$ cat src/rtl/logic_op_arbiter.sv
// logic_op_arbiter: two requesters share one bitwise logic unit (AND/OR/XOR/NOR).
// A round-robin arbiter grants the unit, operands are captured at grant, and the
// result is registered one cycle later and flagged with a one-cycle done pulse.
// Optional feature macro: LOGIC_ARB_ZERO_FLAG_EN adds a registered 'zero' output
// that is high when the loaded result is all-zero.
module logic_op_arbiter #(
    parameter int WIDTH = 32
) (
    input  logic             clk,
    input  logic             rst_n,
    input  logic             req0,
    input  logic             req1,
    input  logic [1:0]       op0,
    input  logic [1:0]       op1,
    input  logic [WIDTH-1:0] a0,
    input  logic [WIDTH-1:0] b0,
    input  logic [WIDTH-1:0] a1,
    input  logic [WIDTH-1:0] b1,
    output logic [1:0]       gnt,
    output logic             done0,
    output logic             done1,
    output logic [WIDTH-1:0] res,
`ifdef LOGIC_ARB_ZERO_FLAG_EN
    output logic             zero,
`endif
    output logic             busy
);

    typedef enum logic [1:0] {
        IDLE = 2'd0,
        EXEC = 2'd1,
        DONE = 2'd2
    } state_t;

    state_t           state_q, state_d;
    logic [1:0]       gnt_q, gnt_d;
    logic             done0_q, done0_d;
    logic             done1_q, done1_d;
    logic [WIDTH-1:0] res_q, res_d;
    logic             last_q, last_d;
    logic [WIDTH-1:0] a_q, a_d;
    logic [WIDTH-1:0] b_q, b_d;
    logic [1:0]       op_q, op_d;
    logic [WIDTH-1:0] unit_out;
    logic             pick1;
`ifdef LOGIC_ARB_ZERO_FLAG_EN
    logic             zero_q, zero_d;
`endif

    // Shared logic unit, always fed from the captured operands and op.
    always_comb begin
        unit_out = '0;
        case (op_q)
            2'b00:   unit_out = a_q & b_q;
            2'b01:   unit_out = a_q | b_q;
            2'b10:   unit_out = a_q ^ b_q;
            default: unit_out = ~(a_q | b_q);
        endcase
    end

    // Next-state logic: round-robin grant with capture, result load, done pulse.
    always_comb begin
        state_d = state_q;
        gnt_d   = gnt_q;
        done0_d = 1'b0;
        done1_d = 1'b0;
        res_d   = res_q;
        last_d  = last_q;
        a_d     = a_q;
        b_d     = b_q;
        op_d    = op_q;
        pick1   = 1'b0;
`ifdef LOGIC_ARB_ZERO_FLAG_EN
        zero_d  = zero_q;
`endif
        case (state_q)
            IDLE: begin
                // last_q high means requester 1 was served last, so 0 wins a tie.
                pick1 = req1 & (~req0 | ~last_q);
                if (req0 | req1) begin
                    state_d = EXEC;
                    gnt_d   = pick1 ? 2'b10 : 2'b01;
                    a_d     = pick1 ? a1 : a0;
                    b_d     = pick1 ? b1 : b0;
                    op_d    = pick1 ? op1 : op0;
                end
            end
            EXEC: begin
                state_d = DONE;
                res_d   = unit_out;
                done0_d = gnt_q[0];
                done1_d = gnt_q[1];
                last_d  = gnt_q[1];
`ifdef LOGIC_ARB_ZERO_FLAG_EN
                zero_d  = (unit_out == '0);
`endif
            end
            DONE: begin
                state_d = IDLE;
                gnt_d   = 2'b00;
            end
            default: begin
                state_d = IDLE;
                gnt_d   = 2'b00;
            end
        endcase
    end

    // State and output registers; reset discards any operation in flight.
    always_ff @(posedge clk or negedge rst_n) begin
        if (!rst_n) begin
            state_q <= IDLE;
            gnt_q   <= 2'b00;
            done0_q <= 1'b0;
            done1_q <= 1'b0;
            res_q   <= '0;
            last_q  <= 1'b1;
            a_q     <= '0;
            b_q     <= '0;
            op_q    <= 2'b00;
`ifdef LOGIC_ARB_ZERO_FLAG_EN
            zero_q  <= 1'b0;
`endif
        end else begin
            state_q <= state_d;
            gnt_q   <= gnt_d;
            done0_q <= done0_d;
            done1_q <= done1_d;
            res_q   <= res_d;
            last_q  <= last_d;
            a_q     <= a_d;
            b_q     <= b_d;
            op_q    <= op_d;
`ifdef LOGIC_ARB_ZERO_FLAG_EN
            zero_q  <= zero_d;
`endif
        end
    end

    assign gnt   = gnt_q;
    assign done0 = done0_q;
    assign done1 = done1_q;
    assign res   = res_q;
    assign busy  = (state_q != IDLE);
`ifdef LOGIC_ARB_ZERO_FLAG_EN
    assign zero  = zero_q;
`endif

endmodule

$ cat config.mk
export PLATFORM = sky130hd
export DESIGN_NAME = logic_op_arbiter
export DESIGN_NICKNAME = d
export VERILOG_FILES = /design/src/rtl/logic_op_arbiter.sv
export SDC_FILE = /design/constraint.sdc
export NUM_CORES = 1
export LEC_CHECK = 0
export CAP_MARGIN = 30
export CELL_PAD_IN_SITES_DETAIL_PLACEMENT = 0
export CELL_PAD_IN_SITES_GLOBAL_PLACEMENT = 1
export CORE_MARGIN = 2
export CORE_UTILIZATION = 37
export CTS_CLUSTER_DIAMETER = 200
export DETAILED_ROUTE_END_ITERATION = 8
export HOLD_SLACK_MARGIN = 0.05
export PLACE_DENSITY = 0.83
export SLEW_MARGIN = 20
export SYNTH_ARGS = -nofsm -noshare
export SYNTH_HDL_FRONTEND = slang
export SYNTH_SLANG_ARGS = --single-unit
$ cat constraint.sdc
create_clock -name clk -period 1.9 [get_ports clk]
set_input_delay 0.475 -clock clk [delete_from_list [all_inputs] [get_ports clk]]
set_output_delay 0.475 -clock clk [all_outputs]
set_load 0.02 [all_outputs]
==> impl_metrics.toml <==
[drt]
vias = 5126
detail_route.wl_per_cell_um = 17.3
drcViolationCount = 0
drtIter0Drc = 233
totalWireLength_um = 16700
firstDrtPassIters = 5
viasPerCell = 5.29
ant_nets = 0

[clocking]
clkTransAtPathRegs_ns = 0.07
cts_tree = "built"
clock_sinks = 105
ctsHtreeMaxLevel = 3
post_cts_buffers = 0
numCtsBuffers = 9
cts_hold_buf = 0
cts_max_path_buffers = 2
clk_latency_ns = 0.35
root_buffer = "clkbuf_16"

[worst_setup_path]
worstRegToRegCells = 5
cp-end-kind = "primary output"
r2r_start = "state_q[1]"
crit_end = "res[3]"
critPathRequiredTime_ns = 1.42
cp_cell_sequence = "clkdlybuf4s50_1"
critPathSlowestCell = "clkdlybuf4s50_1"
max_stage_delay_ns = 0.63
cp.depth = 1
cp-startpoint = "res[3]"
reg2reg_to = "a_q[20]"
r2r_slack_ns = 0.21
cp.arrival_ns = 1.37
crit_fanout = 2
critPathKind = "register to primary output"
crit_family = "buffers and inverters"
start_kind = "register"
crit_buf_inv = 1

[global_route]
grt_start_max_net_pins = 69
grtUsageTotal_pct = 19.4
grt_first_pass_wirelength_um = 27200
antenna_found_initial = 0
overflow = 0
first_global_vias = 5394

[sta]
fin_skew_ns = 0.00682
period_share_pct = 97.0
worst_slack_ns = 0.0565
min_period_ns = 1.84
hold_viol_final = 0
worst_pin_slew_ns = 0.443
final-setup-viol-count = 0
rsz0062_at_grt = "false"
fmax_ghz = 0.542
maxSlewHeadroom_pct = 70.4
maxSlewViolCount = 0
finalSetupTns_ns = 0

[placement]
place_area_um2 = 8100
dpl_worst_slack_ns = -0.132
post-place-cells = 953
gp_congestion = 0.824
hpwlAfterDp_um = 11800
io_buffers = 172

[finish]
postLayoutCoreUtil_pct = 52.7
instances_no_fill = 969
layout.nets = 948
syn_to_final_growth_pct = 38.3
drive_above_1_share_pct = 5.98
final_cell_mix = "clkdlybuf4s50_1 (169), dfrtp_1 (102), inv_1 (70)"
mostFrequentLayoutCell = "clkdlybuf4s50_1"
final_area_um2 = 8400
n_fill_cell = 1370
antenna_cells = 0

[floorplan]
coreArea_um2 = 15900
io_pins = 173
chipHeight_um = 132
start_util_pct = 38.1
die_w_um = 132
die-area_um2 = 17500
rows = 46

[synthesis]
synth_fp_nets = 796
synth.yosys.seq_area_share_pct = 43.3
yosys_warnings = 0
syn_avg_cell_area_um2 = 10.2
synth_cell_types = 23
yosys_register_bits = 105
netlist_area_um2 = 6070
synthCells = 596

[outcome]
outcome = "completed"

[power]
p_leak_nw = 3.81
powerDensity_nw_per_um2 = 1560
peakVddDrop_v = 0.00116

[job]
cap_violations = 0

[hold_path]
hold_path_class = "input port to async pin"
## final cells by class
cell class / count / area, µm² / area share (%)
Inverter: 72 / 270 / 3.22
Multi-Input combinational cell: 371 / 2930 / 34.9
Timing Repair Buffer: 189 / 2000 / 23.8
Sequential cell: 105 / 2630 / 31.4
Clock inverter: 7 / 68.8 / 0.819
Clock buffer: 9 / 225 / 2.68
Tap cell: 216 / 270 / 3.22
## synth_stat cells
cell type  number  area [µm²]
buf_2          25         125
inv_2           2        7.51
a221o_1        66         661
buf_1           2        7.51
inv_1          70         263
o221ai_1       32         280
a21oi_1        67         335
dfstp_2         1        26.3
buf_6           5        56.3
ha_1           64         801
o21ai_0        30         150
or2_1           1        6.26
nand2b_1        3        18.8
a21o_1          1        7.51
a21boi_0        2        15.0
and3_4          2        22.5
nand2_1        62         233
nor2_2          1        6.26
mux2i_1        36         360
and2_1          2        12.5
clkbuf_1       16        60.1
nand3b_1        2        15.0
dfrtp_1       104        2600
## timing repair
| item | in CTS | in global routing |
|---|---|---|
| pin swaps | 0 | 0 |
| resized for setup | 2 | 1 |
| setup endpoints to repair | 1 | 1 |
## metal layers
layer  vias to the layer above  wire [µm]  global-route usage, %
li1                       2465          -                      -
met1                      2487       7290                   24.3
met2                       153       8250                   33.7
met3                        21        831                   3.50
met4                         0        355                   6.94
met5                         -          0                      0
## worst min path at each step
stage                from         end  slack (ns)
finish              rst_n  state_q[1]        0.06
global route        rst_n     b_q[29]        0.08
CTS                 rst_n  state_q[1]        0.07
detailed placement  rst_n     res[27]        0.45
global placement    rst_n     res[27]        0.45
floorplan           rst_n      a_q[0]        0.18
## sequential cells by signal, summed over array words and instances, names as in the netlist
register,flops
a_q,32
done0,1
last_q,1
done1,1
res,32
op_q,2
b_q,32
gnt,2
state_q,2
## where the power goes
group / switching, mW / internal (mW) / total, mW
clock network: 0.871 / 1.02 / 1.89
registers: 0.741 / 3.33 / 4.07
logic: 3.76 / 3.36 / 7.12
total: 5.38 / 7.71 / 13.1
## per-stage QoR
stage	total power [mW]	hold slack (ns)
floorplan	8.73	0.179
global placement	10.9	0.449
detailed placement	11.3	0.453
CTS	13.2	0.0677
global route	14.2	0.0796
finish	13.1	0.0610
## logic make-up (layout without fill, tap and decap cells)
| group | Yosys count | count (layout) | synth area share (%) |
|---|---|---|---|
| adders and majority gates | 64 | 64 | 13.2 |
| AOI/OAI and AO/OA | 198 | 198 | 23.9 |
| and+or+nand+nor | 73 | 73 | 5.17 |
| muxes | 36 | 36 | 5.93 |
| DFF | 105 | 105 | 43.3 |
| buffers and inverters | 120 | 277 | 8.55 |
No activity file was read; power rests on OpenSTA's default activity.
